===== src/rtl/ifetch_queue_if.sv =====
// Fetch-unit bundle: instruction-memory request/response, redirect, and decoder-side stream.
// The master modport is the fetch queue; the slave modport is its environment.
interface ifetch_queue_if #(
    parameter int unsigned DEPTH = 4
);
    localparam int unsigned CW = $clog2(DEPTH) + 1;

    logic          imem_req_valid;
    logic          imem_req_ready;
    logic [31:0]   imem_req_addr;
    logic          imem_rsp_valid;
    logic [31:0]   imem_rsp_data;
    logic          redirect_valid;
    logic [31:0]   redirect_pc;
    logic          inst_valid;
    logic          inst_ready;
    logic [31:0]   inst_data;
    logic [31:0]   inst_pc;
    logic [CW-1:0] queue_count;

    modport master (
        output imem_req_valid, imem_req_addr, inst_valid, inst_data, inst_pc, queue_count,
        input  imem_req_ready, imem_rsp_valid, imem_rsp_data, redirect_valid, redirect_pc,
        input  inst_ready
    );

    modport slave (
        input  imem_req_valid, imem_req_addr, inst_valid, inst_data, inst_pc, queue_count,
        output imem_req_ready, imem_rsp_valid, imem_rsp_data, redirect_valid, redirect_pc,
        output inst_ready
    );
endinterface


===== src/rtl/ifetch_queue.sv =====
// Instruction fetch queue: credit-limited sequential fetch, in-order response queue, redirect
// flush with drain of stale responses. Define IFQ_BYPASS_EN for an empty-queue response bypass.
module ifetch_queue #(
    parameter int unsigned DEPTH    = 4,
    parameter logic [31:0] RESET_PC = 32'h0000_0000
) (
    input  logic           clk,
    input  logic           reset,
    ifetch_queue_if.master bus
);
    localparam int unsigned AW = $clog2(DEPTH);
    localparam int unsigned CW = AW + 1;
    localparam logic [CW:0] DEPTH_W = DEPTH[CW:0];

    localparam logic [0:0] ST_RUN   = 1'b0;
    localparam logic [0:0] ST_DRAIN = 1'b1;

    logic [0:0]    state_q, state_d;
    logic [31:0]   fetch_pc_q, fetch_pc_d;
    logic [31:0]   rsp_pc_q, rsp_pc_d;
    logic [CW-1:0] outstanding_q, outstanding_d;
    logic [CW-1:0] drop_q, drop_d;
    logic [CW-1:0] count_q, count_d;
    logic [AW-1:0] head_q, head_d;
    logic [AW-1:0] tail_q, tail_d;
    logic [31:0]   data_mem_q [DEPTH];
    logic [31:0]   pc_mem_q   [DEPTH];

    logic [31:0]   redirect_pc_al;
    logic [CW:0]   inflight;
    logic          in_run, credit, req_fire, rsp_take, bypass, push, pop;

    assign redirect_pc_al = {bus.redirect_pc[31:2], 2'b00};
    assign in_run         = (state_q == ST_RUN);
    // Every outstanding request owns a slot, so a response can always be written.
    assign inflight       = {1'b0, outstanding_q} + {1'b0, count_q};
    assign credit         = (inflight < DEPTH_W);

    assign bus.imem_req_valid = reset && in_run && !bus.redirect_valid && credit;
    assign bus.imem_req_addr  = fetch_pc_q;
    assign bus.queue_count    = count_q;

    assign req_fire = bus.imem_req_valid && bus.imem_req_ready;
    assign rsp_take = reset && in_run && bus.imem_rsp_valid && !bus.redirect_valid;

`ifdef IFQ_BYPASS_EN
    assign bypass = rsp_take && (count_q == '0);
`else
    assign bypass = 1'b0;
`endif

    assign pop  = (count_q != '0) && bus.inst_ready && !bus.redirect_valid;
    assign push = rsp_take && !(bypass && bus.inst_ready);

    always_comb begin
        bus.inst_valid = 1'b0;
        bus.inst_data  = '0;
        bus.inst_pc    = '0;
        if (count_q != '0) begin
            bus.inst_valid = 1'b1;
            bus.inst_data  = data_mem_q[head_q];
            bus.inst_pc    = pc_mem_q[head_q];
        end else if (bypass) begin
            bus.inst_valid = 1'b1;
            bus.inst_data  = bus.imem_rsp_data;
            bus.inst_pc    = rsp_pc_q;
        end
    end

    always_comb begin
        state_d       = state_q;
        fetch_pc_d    = fetch_pc_q;
        rsp_pc_d      = rsp_pc_q;
        outstanding_d = outstanding_q;
        drop_d        = drop_q;
        count_d       = count_q;
        head_d        = head_q;
        tail_d        = tail_q;

        if (req_fire && !bus.imem_rsp_valid) begin
            outstanding_d = outstanding_q + 1'b1;
        end else if (!req_fire && bus.imem_rsp_valid) begin
            outstanding_d = outstanding_q - 1'b1;
        end

        if (req_fire) fetch_pc_d = fetch_pc_q + 32'd4;
        // Responses return in order, so the tag is simply the next expected address.
        if (rsp_take) rsp_pc_d = rsp_pc_q + 32'd4;
        if (push)     tail_d   = tail_q + 1'b1;
        if (pop)      head_d   = head_q + 1'b1;

        case ({push, pop})
            2'b10:   count_d = count_q + 1'b1;
            2'b01:   count_d = count_q - 1'b1;
            default: count_d = count_q;
        endcase

        if (state_q == ST_DRAIN) begin
            if (bus.imem_rsp_valid) drop_d = drop_q - 1'b1;
            if (drop_d == '0) state_d = ST_RUN;
        end

        if (bus.redirect_valid) begin
            fetch_pc_d = redirect_pc_al;
            rsp_pc_d   = redirect_pc_al;
            count_d    = '0;
            head_d     = '0;
            tail_d     = '0;
            if (in_run) begin
                drop_d  = outstanding_d;
                state_d = (outstanding_d != '0) ? ST_DRAIN : ST_RUN;
            end
        end
    end

    always_ff @(posedge clk or negedge reset) begin
        if (!reset) begin
            state_q       <= ST_RUN;
            fetch_pc_q    <= RESET_PC;
            rsp_pc_q      <= RESET_PC;
            outstanding_q <= '0;
            drop_q        <= '0;
            count_q       <= '0;
            head_q        <= '0;
            tail_q        <= '0;
        end else begin
            state_q       <= state_d;
            fetch_pc_q    <= fetch_pc_d;
            rsp_pc_q      <= rsp_pc_d;
            outstanding_q <= outstanding_d;
            drop_q        <= drop_d;
            count_q       <= count_d;
            head_q        <= head_d;
            tail_q        <= tail_d;
        end
    end

    // Storage needs no reset: outputs are gated by count_q.
    always_ff @(posedge clk) begin
        if (push) begin
            data_mem_q[tail_q] <= bus.imem_rsp_data;
            pc_mem_q[tail_q]   <= rsp_pc_q;
        end
    end
endmodule


===== src/flat_wrapper.sv =====
// flat-port wrapper written by rule: the top's interface ports become plain ports
module ifetch_queue_flat 
#(
    parameter int unsigned DEPTH    = 4,
    parameter logic [31:0] RESET_PC = 32'h0000_0000
)
  (clk, reset, bus_imem_req_valid, bus_imem_req_addr, bus_inst_valid, bus_inst_data, bus_inst_pc, bus_queue_count, bus_imem_req_ready, bus_imem_rsp_valid, bus_imem_rsp_data, bus_redirect_valid, bus_redirect_pc, bus_inst_ready);
  ifetch_queue_if #(.DEPTH(DEPTH)) bus_i ();
  input  logic clk;
  input  logic reset;
  output wire logic [$bits(bus_i.imem_req_valid)-1:0] bus_imem_req_valid;
  output wire logic [$bits(bus_i.imem_req_addr)-1:0] bus_imem_req_addr;
  output wire logic [$bits(bus_i.inst_valid)-1:0] bus_inst_valid;
  output wire logic [$bits(bus_i.inst_data)-1:0] bus_inst_data;
  output wire logic [$bits(bus_i.inst_pc)-1:0] bus_inst_pc;
  output wire logic [$bits(bus_i.queue_count)-1:0] bus_queue_count;
  input wire logic [$bits(bus_i.imem_req_ready)-1:0] bus_imem_req_ready;
  input wire logic [$bits(bus_i.imem_rsp_valid)-1:0] bus_imem_rsp_valid;
  input wire logic [$bits(bus_i.imem_rsp_data)-1:0] bus_imem_rsp_data;
  input wire logic [$bits(bus_i.redirect_valid)-1:0] bus_redirect_valid;
  input wire logic [$bits(bus_i.redirect_pc)-1:0] bus_redirect_pc;
  input wire logic [$bits(bus_i.inst_ready)-1:0] bus_inst_ready;
  assign bus_imem_req_valid = bus_i.imem_req_valid;
  assign bus_imem_req_addr = bus_i.imem_req_addr;
  assign bus_inst_valid = bus_i.inst_valid;
  assign bus_inst_data = bus_i.inst_data;
  assign bus_inst_pc = bus_i.inst_pc;
  assign bus_queue_count = bus_i.queue_count;
  assign bus_i.imem_req_ready = bus_imem_req_ready;
  assign bus_i.imem_rsp_valid = bus_imem_rsp_valid;
  assign bus_i.imem_rsp_data = bus_imem_rsp_data;
  assign bus_i.redirect_valid = bus_redirect_valid;
  assign bus_i.redirect_pc = bus_redirect_pc;
  assign bus_i.inst_ready = bus_inst_ready;
  ifetch_queue #(.DEPTH(DEPTH), .RESET_PC(RESET_PC)) u_core (.clk(clk), .reset(reset), .bus(bus_i));
endmodule

===== config.mk =====
export PLATFORM = sky130hd
export DESIGN_NAME = ifetch_queue_flat
export DESIGN_NICKNAME = d
export VERILOG_FILES = /design/src/rtl/ifetch_queue_if.sv /design/src/rtl/ifetch_queue.sv /design/src/flat_wrapper.sv
export SDC_FILE = /design/constraint.sdc
export NUM_CORES = 1
export LEC_CHECK = 0
export ABC_CLOCK_PERIOD_IN_PS = 3670
export CELL_PAD_IN_SITES_DETAIL_PLACEMENT = 0
export CELL_PAD_IN_SITES_GLOBAL_PLACEMENT = 1
export CORE_UTILIZATION = 25
export CTS_BUF_LIST = sky130_fd_sc_hd__clkbuf_4 sky130_fd_sc_hd__clkbuf_8 sky130_fd_sc_hd__clkbuf_16
export CTS_CLUSTER_SIZE = 8
export DETAILED_ROUTE_END_ITERATION = 10
export PLACE_DENSITY = 0.49
export SLEW_MARGIN = 10
export SYNTH_ARGS = -nofsm -noshare
export SYNTH_HDL_FRONTEND = slang
export SYNTH_SLANG_ARGS = --single-unit

===== constraint.sdc =====
create_clock -name clk -period 3.67 [get_ports clk]
set_input_delay 0.5505 -clock clk [delete_from_list [all_inputs] [get_ports clk]]
set_output_delay 0.5505 -clock clk [all_outputs]
set_load 0.05 [all_outputs]

==> key figures, run 1 <==
Yosys
  – Ys flop type: edfxtp_1
  – Synth Register Bits: 322
  – Ys async rst share: 0.230
  – Mapped Cells: between 800 and 900
  – Synth area leader: edfxtp_1
  – Ranking of synthesized cells by area: edfxtp_1, dfrtp_1, mux4_2
  – Synthesis Warnings: 0
  – Top cell type's share of synthesized area: 0.548
  – Synthesized area: 0.0136 mm^2
  – Syn_area_per_cell: 15.5 um^2
  – Sequential area share after synthesis: 0.684
  – EDFF count, synth: 248
  – Count of cell types in the netlist: 52

Finish
  – Commonest non-fill, non-tap cell in the layout: edfxtp_1
  – Share of cells above drive strength 1: 0.164
  – Most frequent cells in the layout: edfxtp_1, clkdlybuf4s50_1, dfrtp_1, nand2_1, and2_1
  – Total Nets Final: 1157
  – Filler cell count: roughly 5300
  – Number of diodes: 0
  – Core Util, Final: 0.328
  – Layout area overhead: 30.0%

Outcome
  – Status: finished, final reports clean

Setup path
  – Critical path startpoint: u_core.head_q[0]$_DFFE_PN0P_
  – WS Path Type: reg2out
  – CP endpoint: bus_inst_pc[30]
  – CP max FO: 16
  – CP Launch Type: register
  – Worst Path Required: around 3100 ps
  – Setup slack, reg-to-reg: 780 ps
  – Worst setup EP type: output pin
  – Reg-to-Reg Start: u_core.bus.queue_count[2]$_DFFE_PN0P_
  – Arrival time worst endpoint: 2900 ps
  – R2R Path End: u_core.bus.imem_req_addr[11]$_DFFE_PN0N_
  – R2r worst-path depth: 7

Power
  – Clock power frac: 0.318
  – Max VDD drop: approximately 0.47 mV
  – P per Cell Area: between 700 and 800 mW/mm^2
  – Leak pwr: roughly 5.9 nW
  – Sequential power share: 0.340
  – Comb pwr share: 0.342
  – Sw frac: 0.354
  – P_int: around 0.0083 W
  – Switch Pwr: between 0.004 and 0.005 W

Timing
  – RSZ-0062 raised after global routing: no
  – Max Fclk: 290 MHz
  – Relative slew slack: 0.272
  – Max Slew Vio Count: 0
  – Hold Fails Final Rpt: 0
  – Sum Neg Setup Slack: 0 ps
  – Layout Skew: between 20 and 25 ps
  – Worst-Margin Slew: about 1100 ps
  – Period utilisation layout: 0.939
  – Final setup violation count: 0
  – Fin crit period: around 3400 ps

CTS
  – Clock Sinks: 322
  – Post-cts resize count: 0
  – Root Driver: clkbuf_16
  – Worst skew pair latency: about 580 ps
  – Hold_buf cts: 1
  – H-tree depth: 2
  – Clk pin slew, worst setup/hold paths: 50 ps
  – CTS tree: done
  – Setup bufs post-CTS: 0
  – Clk buf depth: 3
  – Num CTS Buffers: 47

Global routing
  – Initial antenna violation count: 1
  – Largest net degree at the start of global routing: about 70
  – Tot GR Track Use: 0.128
  – Vias in the first global route: ~8700
  – Total gr overflow: 0
  – First-pass GRT wire length: 53.8 mm

Drt
  – Vias per inst: about 4.5
  – Vias: around 8000
  – 1st-iter DRT viols: around 390
  – Post-detailed-route count of antenna-violating nets: 0
  – Drt drc: 0
  – Router iterations before antenna repair: 4
  – Final WL: about 35 mm
  – WL per Instance: just under 20 um

Run
  – Max-cap viol count: 0

Floorplan
  – Core ar.: 0.0538 mm^2
  – Initial core utilization: 0.253
  – Die Footprint: 0.0553 mm^2
  – Row count: 85
  – I/O pin total: 171
  – Die X: approximately 240 um
  – Height of the die: about 240 um

Placement
  – IO Port Bufs: approximately 160
  – GPL Wtd Cong: around 0.74
  – DP Wirelength: ~21 mm

Worst hold path
  – Hold WC Path Type: in2async
[cell type report]
class	instances	area, um^2	area share
sequential	322	9300	0.526
multi-input combinational	499	4080	0.231
timing repair buffer	191	1960	0.111
clock buffer	65	1310	0.0742
tap	696	871	0.0493
clock inverter	5	91.3	0.00517
inverter	14	52.6	0.00297
[cells by family (layout without fill, tap and decap cells)]
logic type      count (synthesis)  count (layout)  synth area share
compound gates                105             105            0.0479
xor+xnor                       39              39            0.0251
fa+ha+maj                      12              12            0.0116
buf+inv                        60             275            0.0179
flops                         322             322             0.684
mux                            69              69             0.108
other cells                     1               4          0.000276
simple gates                  270             270             0.105
[per-stage QoR]
| stage | instance area [um^2] | instances | hold slack (ps) | power, W | setup slack (ps) |
|---|---|---|---|---|---|
| after detailed placement | 16300 | 1721 | 430 | 0.00899 | 707 |
| after global routing | 17700 | 1792 | 364 | 0.0135 | 94.6 |
| after global placement | 16300 | 1721 | 428 | 0.00898 | 725 |
| after CTS | 17700 | 1792 | 349 | 0.0132 | 129 |
| after floorplan | 13600 | 881 | 255 | 0.00733 | 112 |
| final | 17700 | 1792 | 376 | 0.0129 | 223 |
[flip-flops by register name, indices dropped and copies added, names as in the netlist]
register and flops:
u_core.head_q 2, u_core.rsp_pc_q 30, u_core.bus.imem_req_addr 30, u_core.drop_q 3, u_core.pc_mem_q 120, u_core.data_mem_q 128
u_core.tail_q 2, u_core.bus.queue_count 3, u_core.state_q 1, u_core.outstanding_q 3
[layer usage]
| layer | up-vias | track usage | share of wire | wire length (um) |
|---|---|---|---|---|
| li1 | 3770 | - | - | - |
| met1 | 4101 | 0.172 | 0.46 | 16100 |
| met2 | 200 | 0.206 | 0.47 | 16400 |
| met3 | 53 | 0.0307 | 0.047 | 1630 |
| met4 | 0 | 0.0343 | 0.019 | 663 |
| met5 | - | 0 | 0 | 0 |
[power groups by stage]
stage | clock (W) | sequential, W | combinational (W)
2_1_floorplan | 0 | 0.00449 | 0.00284
3_3_place_gp | 0 | 0.00445 | 0.00453
3_5_place_dp | 0 | 0.00446 | 0.00453
4_1_cts | 0.00427 | 0.00439 | 0.00454
5_1_grt | 0.00440 | 0.00442 | 0.00471
6_report | 0.00410 | 0.00438 | 0.00441
[Yosys cell counts, types with 11 or more instances]
library cell / n
edfxtp_1: 248
dfrtp_1: 74
nand2_1: 71
and2_1: 68
mux4_2: 62
o21ai_0: 49
nor2_1: 32
clkbuf_1: 31
nand3_1: 31
xor2_1: 26
nand4_1: 22
o211ai_1: 15
inv_1: 14
xnor2_1: 13
ha_1: 11
[how the worst min path moves through the flow]
| stage | endpoint | slack, ps | cells past startpoint |
|---|---|---|---|
| 6_report | u_core.bus.imem_req_addr[3]$_DFFE_PN0N_ | 380 | 2 |
| 3_3_place_gp | u_core.bus.imem_req_addr[3]$_DFFE_PN0N_ | 430 | 1 |
| 5_1_grt | u_core.outstanding_q[2]$_DFF_PN0_ | 360 | 2 |
| 2_1_floorplan | u_core.bus.imem_req_addr[10]$_DFFE_PN0N_ | 250 | 0 |
| 3_5_place_dp | u_core.bus.imem_req_addr[3]$_DFFE_PN0N_ | 430 | 1 |
| 4_1_cts | u_core.bus.imem_req_addr[3]$_DFFE_PN0N_ | 350 | 2 |
[worst max-delay path, stage by stage (launching register included)]
cell             delay, ps
dfrtp_4                610
buf_12                 230
mux4_2                 590
and2_1                 190
clkdlybuf4s50_1        690
No activity file was read; power rests on OpenSTA's default activity.
==> run 2: changes to the inputs <==
--- a/config.mk
+++ b/config.mk
@@ -17,3 +17,4 @@
 export SYNTH_ARGS = -nofsm -noshare
 export SYNTH_HDL_FRONTEND = slang
 export SYNTH_SLANG_ARGS = --single-unit
+export TNS_END_PERCENT = 30
==> results of run 2 <==
Final layout, timing and power as in run 1 (identical DEF).
